$ cat config.mk
export PLATFORM = sky130hd
export DESIGN_NAME = alu_seq
export DESIGN_NICKNAME = d
export VERILOG_FILES = /design/src/rtl/alu_seq.sv
export SDC_FILE = /design/constraint.sdc
export NUM_CORES = 1
export LEC_CHECK = 0
export ABC_CLOCK_PERIOD_IN_PS = 1740
export BUFFER_PORTS_ARGS = -buffer_cell sky130_fd_sc_hd__buf_2
export CORE_MARGIN = 1
export CORE_UTILIZATION = 40
export CTS_CLUSTER_DIAMETER = 40
export CTS_CLUSTER_SIZE = 24
export DETAILED_ROUTE_END_ITERATION = 10
export SLEW_MARGIN = 25
export SYNTH_ARGS = -nofsm -noshare
export SYNTH_HDL_FRONTEND = slang
export SYNTH_SLANG_ARGS = --single-unit
$ cat constraint.sdc
create_clock -name clk -period 1.74 [get_ports clk]
set_input_delay 0.174 -clock clk [delete_from_list [all_inputs] [get_ports clk]]
set_output_delay 0.174 -clock clk [all_outputs]
set_load 0.01 [all_outputs]
$ cat src/rtl/alu_seq.sv
// Sequential ALU with a valid/ready handshake on both sides and an iterative shift-add multiplier.
// The multiplier and its CALC state are built only when ALU_SEQ_MUL_EN is defined.
module alu_seq #(
    parameter int WIDTH = 8
) (
    input  logic             clk,
    input  logic             rst,
    input  logic             in_valid,
    output logic             in_ready,
    input  logic [2:0]       op,
    input  logic [WIDTH-1:0] a,
    input  logic [WIDTH-1:0] b,
    output logic             out_valid,
    input  logic             out_ready,
    output logic [WIDTH-1:0] y,
    output logic [3:0]       flags
);

    localparam int SW = $clog2(WIDTH);

    localparam logic [2:0] OP_ADD = 3'b000;
    localparam logic [2:0] OP_SUB = 3'b001;
    localparam logic [2:0] OP_AND = 3'b010;
    localparam logic [2:0] OP_OR  = 3'b011;
    localparam logic [2:0] OP_XOR = 3'b100;
    localparam logic [2:0] OP_SHL = 3'b101;
    localparam logic [2:0] OP_SHR = 3'b110;

`ifdef ALU_SEQ_MUL_EN
    localparam logic [2:0] OP_MUL = 3'b111;
    typedef enum logic [1:0] {IDLE = 2'd0, CALC = 2'd1, DONE = 2'd2} state_t;
`else
    typedef enum logic [1:0] {IDLE = 2'd0, DONE = 2'd2} state_t;
`endif

    state_t           state_reg, state_next;
    logic [WIDTH-1:0] y_reg, y_next;
    logic [3:0]       flags_reg, flags_next;
    logic             out_valid_reg, out_valid_next;

    // Single-cycle operations
    logic [SW-1:0]    amt;
    logic [WIDTH:0]   add_ext, sub_ext, shl_ext, shr_ext;
    logic [WIDTH-1:0] alu_y;
    logic             alu_c, alu_v;

    assign amt     = b[SW-1:0];
    assign add_ext = {1'b0, a} + {1'b0, b};
    assign sub_ext = {1'b0, a} - {1'b0, b};
    assign shl_ext = {1'b0, a} << amt;
    assign shr_ext = {a, 1'b0} >> amt;

    always_comb begin
        alu_y = '0;
        alu_c = 1'b0;
        alu_v = 1'b0;
        case (op)
            OP_ADD: begin
                alu_y = add_ext[WIDTH-1:0];
                alu_c = add_ext[WIDTH];
                alu_v = (a[WIDTH-1] == b[WIDTH-1]) && (alu_y[WIDTH-1] != a[WIDTH-1]);
            end
            OP_SUB: begin
                alu_y = sub_ext[WIDTH-1:0];
                alu_c = sub_ext[WIDTH];
                alu_v = (a[WIDTH-1] != b[WIDTH-1]) && (alu_y[WIDTH-1] != a[WIDTH-1]);
            end
            OP_AND: alu_y = a & b;
            OP_OR:  alu_y = a | b;
            OP_XOR: alu_y = a ^ b;
            OP_SHL: begin
                alu_y = shl_ext[WIDTH-1:0];
                alu_c = shl_ext[WIDTH];
            end
            OP_SHR: begin
                alu_y = shr_ext[WIDTH:1];
                alu_c = shr_ext[0];
            end
            // op 111 lands here when the multiplier is not built: y=0, Z=1
            default: begin
                alu_y = '0;
                alu_c = 1'b0;
            end
        endcase
    end

`ifdef ALU_SEQ_MUL_EN
    logic [2*WIDTH-1:0] acc_reg, acc_next;
    logic [2*WIDTH-1:0] mcand_reg, mcand_next;
    logic [WIDTH-1:0]   mplier_reg, mplier_next;
    logic [SW-1:0]      count_reg, count_next;
    logic [2*WIDTH-1:0] step_acc;

    assign step_acc = acc_reg + (mplier_reg[0] ? mcand_reg : '0);
`endif

    always_comb begin
        state_next     = state_reg;
        y_next         = y_reg;
        flags_next     = flags_reg;
        out_valid_next = out_valid_reg;
`ifdef ALU_SEQ_MUL_EN
        acc_next       = acc_reg;
        mcand_next     = mcand_reg;
        mplier_next    = mplier_reg;
        count_next     = count_reg;
`endif
        case (state_reg)
            IDLE: begin
                if (in_valid) begin
`ifdef ALU_SEQ_MUL_EN
                    if (op == OP_MUL) begin
                        state_next  = CALC;
                        acc_next    = '0;
                        mcand_next  = {{WIDTH{1'b0}}, a};
                        mplier_next = b;
                        count_next  = '0;
                    end else begin
`endif
                        state_next     = DONE;
                        y_next         = alu_y;
                        flags_next     = {alu_y[WIDTH-1], (alu_y == '0), alu_c, alu_v};
                        out_valid_next = 1'b1;
`ifdef ALU_SEQ_MUL_EN
                    end
`endif
                end
            end
`ifdef ALU_SEQ_MUL_EN
            // One multiplier bit per cycle; the last step writes the result directly.
            CALC: begin
                acc_next    = step_acc;
                mcand_next  = mcand_reg << 1;
                mplier_next = mplier_reg >> 1;
                count_next  = count_reg + SW'(1);
                if (count_reg == SW'(WIDTH - 1)) begin
                    state_next     = DONE;
                    y_next         = step_acc[WIDTH-1:0];
                    flags_next     = {step_acc[WIDTH-1], (step_acc[WIDTH-1:0] == '0),
                                      (step_acc[2*WIDTH-1:WIDTH] != '0), 1'b0};
                    out_valid_next = 1'b1;
                end
            end
`endif
            DONE: begin
                if (out_ready) begin
                    state_next     = IDLE;
                    out_valid_next = 1'b0;
                end
            end
            default: begin
                state_next     = IDLE;
                out_valid_next = 1'b0;
            end
        endcase
    end

    always_ff @(posedge clk or posedge rst) begin
        if (rst) begin
            state_reg     <= IDLE;
            y_reg         <= '0;
            flags_reg     <= '0;
            out_valid_reg <= 1'b0;
`ifdef ALU_SEQ_MUL_EN
            acc_reg       <= '0;
            mcand_reg     <= '0;
            mplier_reg    <= '0;
            count_reg     <= '0;
`endif
        end else begin
            state_reg     <= state_next;
            y_reg         <= y_next;
            flags_reg     <= flags_next;
            out_valid_reg <= out_valid_next;
`ifdef ALU_SEQ_MUL_EN
            acc_reg       <= acc_next;
            mcand_reg     <= mcand_next;
            mplier_reg    <= mplier_next;
            count_reg     <= count_next;
`endif
        end
    end

    assign in_ready  = (state_reg == IDLE);
    assign out_valid = out_valid_reg;
    assign y         = y_reg;
    assign flags     = flags_reg;

endmodule

==> impl_metrics.py <==
metrics = {
    "synthesis": {
        "synth.ff_latch_count": 12,
        "ys_async_sr_fraction": 1.000,
        "ys_seq_area_frac": 0.1367,
        "synth_edf_count": 0,
        "synth_top_area_share": 0.1424,
        "synth-main-ff-cell": "dfrtp_1",
        "synthTopCellsByArea": "ha_1 (14%), dfrtp_1 (14%), mux4_2 (7.2%)",
        "ys_warn_count": 0,
        "yosysTopAreaCell": "ha_1",
        "synthCells": 272,
        "yosysUniqueCellTypes": 65,
        "netlist_area_sq_mm": 0.002197,
        "yosys-top-cells-count": "inv_1 (27), nand2_1 (27), ha_1 (25)",
        "synth.avg_cell_area_sq_um": 8.078,
        "syn_nets": 322,
    },
    "setup_path": {
        "r2r_slack_ns": -0.01,
        "worst-path-max-fanout": 7,
        "start_kind": "input port",
        "crit_top_cell": "buf_6",
        "cp_num_buf_inv": 6,
        "critPathKind": "in -> reg",
        "arrival_ns": 2.12,
        "cp_cell_sequence": "buf_12, buf_6, buf_6, buf_8, buf_4, buf_6, mux2i_1, o22ai_1, a222oi_1, o311ai_1, o31a_1",
        "critPathSlowestCell": "a222oi_1",
        "slowest_delay_ns": 0.49,
        "worstSetupEndpointType": "flop",
        "worstPathRequired_ns": 1.87,
        "crit_family": "compound AO/OA/AOI/OAI gates",
    },
    "pwr": {
        "ir_drop_uv": 385.8,
        "switching_share": 0.3753,
        "p_comb_frac": 0.627,
        "p_int_mw": 1.110,
        "p_leak_nw": 1.745,
        "power_density_mw_per_mm2": 475.1,
        "pwr-share-clk": 0.168,
        "power.switching_mw": 0.6671,
        "p_seq_frac": 0.206,
    },
    "status": {
        "violations": "setup timing",
        "status": "finished, violations left",
    },
    "sta": {
        "final_hold_viol_count": 0,
        "finalCritPeriodShare": 1.144,
        "fmax_ghz": 0.5025,
        "setup_tns_ns": -0.6985,
        "slew_headroom": 0.4663,
        "final-max-slew-violation-count": 0,
        "grt_setup_unrepaired": "yes",
        "fin_ws_ns": -0.2500,
        "fin_skew_ns": 0.0005481,
        "setup_viol": 5,
        "layout_min_cycle_time_ns": 1.990,
        "tightestPinTransition_ns": 0.7989,
    },
    "final_layout": {
        "finish.utilization": 0.7188,
        "final_area_sq_mm": 0.003741,
        "drive_above_1_share": 0.5432,
        "antenna-diode-count": 0,
        "largest_reg_flops": 8,
        "area_delta_synth_final_pct": 70.27,
        "nets": 456,
    },
    "route": {
        "via_count": 2640,
        "vias_per_cell": 5.558,
        "drt_wl_total_um": 7893,
        "ant_nets": 0,
        "drc_errors": 0,
        "drtIter0Drc": 135,
        "wl_per_cell_um": 16.62,
        "firstDrtPassIters": 5,
    },
    "global_routing": {
        "antenna_found_initial": 0,
        "grt_usage": 0.2758,
        "overflow": 0,
        "grt_max_degree": 16,
        "grt_pass1_vias": 2607,
        "grt_pass1_wl_um": 12700,
    },
    "floorplan": {
        "initial_utilization": 0.4221,
        "die_area_sq_mm": 0.005793,
        "die_h_um": 76.12,
        "rows": 26,
        "die_w_um": 76.12,
        "ios": 37,
        "coreArea_sq_mm": 0.005205,
    },
    "placed_design": {
        "port_buffers": 36,
        "globalplace.congestion": 0.9669,
        "placed_area_sq_mm": 0.003148,
        "hpwl_um": 6085,
    },
    "clock_network": {
        "clock-sinks": 12,
        "clock_latency_ns": 0.24,
        "cts_tree": "yes",
        "clk_pin_slew_ns": 0.05,
        "cts-buffers-inserted": 3,
        "htreeDepth": 1,
        "cts.path.max_buffers": 2,
        "root_buffer": "clkbuf_8",
    },
    "min_path": {
        "hold_class": "in -> reg",
    },
    "flow_run": {
        "drv_cap": 0,
    },
}
## cell usage in the layout, fill, tap and decap left out, types with 9 or more instances in the layout
| master | netlist | layout |
|---|---|---|
| a21oi_1 | 20 | 15 |
| buf_2 | 7 | 26 |
| buf_4 | 1 | 96 |
| buf_6 | 2 | 12 |
| dfrtp_1 | 12 | 12 |
| ha_1 | 25 | 14 |
| ha_4 | 0 | 9 |
| inv_1 | 27 | 15 |
| nand2_1 | 27 | 25 |
| nor2_1 | 15 | 14 |
## worst register-to-register path, delay by kind of cell, from the launching register on
family / cells / cell delay (ns)
AO/OA/AOI/OAI: 3 / 0.66
AND/OR/NAND/NOR: 3 / 0.65
flip-flops: 1 / 0.38
## final timing paths
check	start	endpoint	cells after the start
min in group asynchronous	rst	y[1]$_DFFE_PP0P_	3
worst max-delay path	b[0]	flags[1]$_DFFE_PP0P_	11
worst max register to register	out_valid$_DFFE_PP0P_	flags[2]$_DFFE_PP0P_	6
worst min-delay path	out_ready	out_valid$_DFFE_PP0P_	2
worst min register to register	y[5]$_DFFE_PP0P_	y[5]$_DFFE_PP0P_	2
max in group asynchronous	rst	flags[0]$_DFFE_PP0P_	3
## stage by stage
stage / cells / hold slack, ns / power [mW] / setup WS (ns)
after floorplan: 272 / 0.03870 / 0.8997 / -0.3460
after global placement: 453 / 0.1886 / 1.277 / -0.7270
after detailed placement: 453 / 0.1904 / 1.288 / -0.7318
after CTS: 469 / 0.1187 / 1.721 / -0.2605
after global routing: 475 / 0.1400 / 1.897 / -0.2677
final: 475 / 0.1185 / 1.777 / -0.2500
## area by class of cell
class,count,area (sq um)
fillers,425,1464
multi-input cells,218,2028
repair buffers,144,1141
well taps,70,87.58
inverters,27,128.9
clock buffers,4,55.05
flip-flops and latches,12,300.3
## kinds of logic (layout without fill, tap and decap cells)
family                     count (synthesis)  after routing  synth area share
DFF                                       12             12            0.1367
buffers and inverters                     42            175           0.08599
xor gates and xnor gates                   2              2          0.007974
muxes                                     17             17            0.1259
adders and majority gates                 27             27            0.1606
and+or+nand+nor                           82             82            0.1913
AOI/OAI and AO/OA                         90             90            0.2916
## power by group through the flow
stage | logic, mW | registers [mW] | clock network (mW)
2_1_floorplan | 0.496 | 0.403 | 0
4_1_cts | 1.05 | 0.367 | 0.306
3_3_place_gp | 0.908 | 0.369 | 0
5_1_grt | 1.20 | 0.375 | 0.319
3_5_place_dp | 0.917 | 0.371 | 0
6_report | 1.11 | 0.366 | 0.298
## routing by layer
metal	part of all wire	vias to the layer above	track usage
met5	0	-	0
li1	-	1279	-
met2	0.48	134	0.4736
met3	0.074	17	0.03234
met4	0.029	0	0.1000
met1	0.41	1210	0.3552
## what timing repair did
action                     in CTS  in global routing
gates resized for setup        81                 26
buffers inserted               12                  6
hold endpoints to repair       12                  0
pin swaps                      36                 26
hold buffers                    1                  0
setup endpoints to repair       9                  9
Power figures use the tool's default switching activity.
